[config.mk]
export PLATFORM = sky130hd
export DESIGN_NAME = trace_buffer
export DESIGN_NICKNAME = d
export VERILOG_FILES = /design/src/rtl/trace_buffer.sv
export SDC_FILE = /design/constraint.sdc
export NUM_CORES = 1
export LEC_CHECK = 0
export ABC_AREA = 1
export CORE_ASPECT_RATIO = 0.75
export CORE_MARGIN = 2
export CORE_UTILIZATION = 23
export DETAILED_ROUTE_END_ITERATION = 8
export PLACE_DENSITY = 0.4
export SYNTH_ARGS = -nofsm -noshare
export SYNTH_HDL_FRONTEND = slang
export SYNTH_SLANG_ARGS = --single-unit
[constraint.sdc]
create_clock -name clk -period 5.3 [get_ports clk]
set_input_delay 1.325 -clock clk [delete_from_list [all_inputs] [get_ports clk]]
set_output_delay 1.325 -clock clk [all_outputs]
set_load 0.02 [all_outputs]
[src/rtl/trace_buffer.sv]
// Elastic first-word-fall-through FIFO between trace_unit and a trace sink; drops and counts records when full.
// Optional: define GODAI_TRACE_DROP_CNT_EN to build the saturating drop_count register (otherwise tied to 0).
module trace_buffer #(
    parameter int DEPTH              = 16,
    parameter int ALMOST_FULL_MARGIN = 2,
    parameter int DROP_WIDTH         = 16,
    parameter int TRACE_WIDTH        = 64     // $bits(ryuki_datatypes::trace_output)
) (
    input  logic                       clk,
    input  logic                       rst,
    input  logic                       flush,
    input  logic                       trace_valid_i,
    input  logic [TRACE_WIDTH-1:0]     trace_data_i,
    output logic                       out_valid,
    input  logic                       out_ready,
    output logic [TRACE_WIDTH-1:0]     out_data,
    output logic [$clog2(DEPTH):0]     level,
    output logic                       almost_full,
    output logic                       overflow,
    output logic [DROP_WIDTH-1:0]      drop_count
);

    localparam int AW = $clog2(DEPTH);
    localparam int LW = AW + 1;
    localparam logic [LW-1:0] DEPTH_L = LW'(DEPTH);
    localparam logic [LW-1:0] AF_L    = LW'(DEPTH - ALMOST_FULL_MARGIN);

    logic [TRACE_WIDTH-1:0] mem [DEPTH];

    logic [AW-1:0] wr_ptr_q, wr_ptr_d;
    logic [AW-1:0] rd_ptr_q, rd_ptr_d;
    logic [LW-1:0] level_q, level_d;
    logic          overflow_q, overflow_d;

    logic full;
    logic push;
    logic pop;
    logic drop;

    assign full = (level_q == DEPTH_L);
    assign pop  = out_valid && out_ready;
    // flush wins over everything: an arriving record is neither stored nor counted
    assign push = trace_valid_i && (!full || pop) && !flush;
    assign drop = trace_valid_i && full && !pop && !flush;

    always_comb begin
        wr_ptr_d   = wr_ptr_q;
        rd_ptr_d   = rd_ptr_q;
        level_d    = level_q;
        overflow_d = overflow_q;
        if (flush) begin
            wr_ptr_d   = '0;
            rd_ptr_d   = '0;
            level_d    = '0;
            overflow_d = 1'b0;
        end else begin
            if (push) wr_ptr_d = wr_ptr_q + AW'(1);
            if (pop)  rd_ptr_d = rd_ptr_q + AW'(1);
            if (push && !pop)      level_d = level_q + LW'(1);
            else if (pop && !push) level_d = level_q - LW'(1);
            if (drop) overflow_d = 1'b1;
        end
    end

    always_ff @(posedge clk or posedge rst) begin
        if (rst) begin
            wr_ptr_q   <= '0;
            rd_ptr_q   <= '0;
            level_q    <= '0;
            overflow_q <= 1'b0;
        end else begin
            wr_ptr_q   <= wr_ptr_d;
            rd_ptr_q   <= rd_ptr_d;
            level_q    <= level_d;
            overflow_q <= overflow_d;
        end
    end

    // Storage is deliberately not reset so it can map onto distributed RAM.
    always_ff @(posedge clk) begin
        if (push) mem[wr_ptr_q] <= trace_data_i;
    end

`ifdef GODAI_TRACE_DROP_CNT_EN
    logic [DROP_WIDTH-1:0] drop_cnt_q, drop_cnt_d;

    always_comb begin
        drop_cnt_d = drop_cnt_q;
        if (flush)
            drop_cnt_d = '0;
        else if (drop && (drop_cnt_q != {DROP_WIDTH{1'b1}}))
            drop_cnt_d = drop_cnt_q + DROP_WIDTH'(1);
    end

    always_ff @(posedge clk or posedge rst) begin
        if (rst) drop_cnt_q <= '0;
        else     drop_cnt_q <= drop_cnt_d;
    end

    assign drop_count = drop_cnt_q;
`else
    assign drop_count = '0;
`endif

    assign out_valid   = (level_q != '0);
    assign out_data    = out_valid ? mem[rd_ptr_q] : '0;
    assign level       = level_q;
    assign almost_full = (level_q >= AF_L);
    assign overflow    = overflow_q;

endmodule

==> flow_summary.toml, run 1 <==
[critical_path]
critical_path.top_delay_family = "buffers and inverters"
critPathRequiredTime_ns = 3.97
path_class = "flip-flop to primary output"
regToRegSetupSlack_ns = 2.66
crit_path_frequent_cell = "o211ai_1"
crit_buf_inv = 2
critical_path_arrival_ns = 3.73
slowest_delay_ns = 0.71
crit_chain = "buf_4, o21ai_0, o211ai_1, o211ai_1, a21oi_1, clkdlybuf4s50_1"
critPathMaxFanout = 84
cp_slowest_cell = "buf_4"
end_kind = "primary output"
startpoint_type = "flip-flop"

[routing]
first_pass_iters = 5
drtIter0Drc = 1997
drc = 0
routed_via_density = 4.45
vias = 25277
drt-total-wl_um = 127000
ant_nets = 0
wl_per_cell_um = 22.4

[sta]
setup_violations = 0
setup_ws_ns = 0.244
relSlewSlack_pct = 35.4
fmax_mhz = 198
worst_pin_slew_ns = 0.969
finalSetupTns_ns = 0
final_max_slew_viol_count = 0
grt_setup_unrepaired = "false"
hold_slack_ns = 0.525
fin_crit_ns = 5.06
hold_violations = 0
min_period_over_period_pct = 95.4
finClkSkew_ns = 0.0249

[synthesis]
synth_xor_area_share_pct = 0.0424
yosys_warnings = 0
synth_top_area_share_pct = 74.4
syn_area_um2 = 41300
synth-seq-area-share_pct = 75.2
synth-async-reset-ratio_pct = 1.35
yosysTopAreaCell = "edfxtp_1"
ys.flop_type = "edfxtp_1"
synthDistinctLibCells = 34
yosys_register_bits = 1038
synthAdderAreaFrac_pct = 0.321
synth_edf_count = 1024
synthCells = 3121
avgSynthCellArea_um2 = 13.2
ys_top_cells_by_area = "edfxtp_1, nor2_1, o211ai_1"
synthMuxAreaShare_pct = 0
synth_compound_area_share_pct = 12.7
synth_simple_gate_area_share_pct = 8.38
synth_top_family_by_area = "compound AO/OA/AOI/OAI gates"

[cells_and_area]
fin_area_um2 = 48900
finalNetCount = 3288
drive_gt1_share_pct = 6.86
area.growth.synth_to_final_pct = 18.2
instances_no_fill = 5676

[place]
numPortBuffers = 140
dpl_cell_area_um2 = 45600
place_congestion = 0.684
post-place-cells = 5482
pre_cts_ws_ns = 0.942
dp_hpwl_um = 58200

[die]
num_io_pins = 157
dieArea_um2 = 183000
core-area_um2 = 178000
fp-row-count = 134
dieHeight_um = 371
start_util_pct = 23.2
die_x_um = 494

[clock_network]
cts.path.max_buffers = 3
cts-buffers-inserted = 105
clkSinkCount = 1038
postCtsSetupBuffers = 0
h-tree-depth = 3
insertion_delay_ns = 0.74
cts-root-buf = "clkbuf_16"
cts_tree = "done"
cts.clk_slew.worst_paths_ns = 0.06

[grt]
grt_overflow = 0
grt_pass1_wl_um = 183000
grt_antenna_before_repair = 14
gr-usage-all-layers_pct = 13.6
grt_pass1_vias = 24829
grt_max_degree = 150

[run]
maxCapViolCount = 0

[power]
p_per_area_nw_per_um2 = 434
p_leak_uw = 0.0149
irDropWorstVdd_mv = 0.284

[min_path]
hp-class = "flip-flop to flip-flop"

[status]
status = "finished clean"
[report_power, final]
| group | switching [µW] | leakage [µW] | internal [µW] | total [µW] |
|---|---|---|---|---|
| Clock | 3300 | 0.00159 | 3920 | 7220 |
| Combinational | 3210 | 0.00390 | 1560 | 4760 |
| Sequential | 81.9 | 0.00940 | 9130 | 9210 |
[per-stage QoR]
| step | utilization (%) | total power, µW |
|---|---|---|
| detailed placement | 25.6 | 14300 |
| CTS | 27.4 | 21600 |
| floorplan | - | 12200 |
| global placement | 25.6 | 14300 |
| finish | 27.4 | 21200 |
| global route | 27.4 | 22200 |
[kinds of logic after synthesis]
| family | after synthesis |
|---|---|
| DFF | 1038 |
| AOI/OAI and AO/OA | 917 |
| and+or+nand+nor | 894 |
| buffers and inverters | 259 |
| adders and majority gates | 10 |
| xor gates and xnor gates | 2 |
| other | 1 |
[worst paths after layout]
kind | from | endpoint | depth (start not counted)
worst max-delay path | rd_ptr_q[1] | out_data[15] | 6
worst min-delay path | overflow | overflow | 2
worst max register to register | level[0] | mem[13][20] | 7
worst min register to register | overflow | overflow | 2
max in group asynchronous | rst | rd_ptr_q[2] | 2
min in group asynchronous | rst | rd_ptr_q[0] | 2
[cell type report]
type	instances	area, µm²
antenna	2	5.00
clock inverter	57	470
clock buffer	135	2780
inverter	24	129
multi-input combinational	1839	9040
tap	2380	2980
fill	18275	129000
sequential	1038	31100
timing repair buffer	201	2360
[flip-flops by register name, indices dropped and copies added (netlist names)]
signal,count
level,5
rd_ptr_q,4
wr_ptr_q,4
mem,1024
overflow,1
[synthesized netlist by cell type, types with 2 or more instances]
library cell,instances
o21ai_0,338
ha_1,9
nand2_1,21
inv_1,20
buf_4,26
nor2_1,789
nand4_1,2
clkbuf_1,121
edfxtp_1,1024
buf_2,30
clkbuf_2,8
o211ai_1,255
o21ai_1,249
buf_6,30
nand3_1,80
buf_8,2
dfrtp_1,14
a21oi_1,68
buf_1,17
o22ai_1,2
inv_2,3
[per-layer routing]
layer | global-route usage, % | up-vias | part of all wire [%]
met4 | 3.30 | 6 | 2.0
met3 | 2.11 | 152 | 3.8
met1 | 19.3 | 12897 | 48
met2 | 21.8 | 490 | 46
met5 | 0 | - | 0.033
li1 | - | 11732 | -
[repair_timing]
action | 4_1_cts | 5_1_grt
resized for setup | 0 | 1
endpoints found under the setup margin | 0 | 2
endpoints found under the hold margin | 0 | 0
hold buffers | 0 | 0
[cell usage in the layout (no fill, tap or decap), drive strengths merged, types with 2 or more instances in the layout]
| cell type | instances |
|---|---|
| o211ai | 255 |
| nand4 | 2 |
| o22ai | 2 |
| dfrtp | 14 |
| o21ai | 587 |
| conb | 16 |
| clkinv | 48 |
| diode | 2 |
| ha | 9 |
| nand3 | 80 |
| clkbuf | 135 |
| bufinv | 4 |
| inv | 29 |
| nand2 | 22 |
| edfxtp | 1024 |
| a21oi | 68 |
| buf | 61 |
| nor2 | 789 |
| clkdlybuf4s50 | 140 |
[worst register-to-register path: cells and delay by family, from the launching register on]
family	cells	cell delay, ns
AND/OR/NAND/NOR	5	1.38
flip-flops	1	0.49
buffers and inverters	2	0.44
(Power assumes the default switching activity.)
==> inputs of run 2 (changes only) <==
CAP_MARGIN = 20   (was not set)
==> results of run 2 <==
No change in the layout: final DEF, timing and power equal those of run 1.
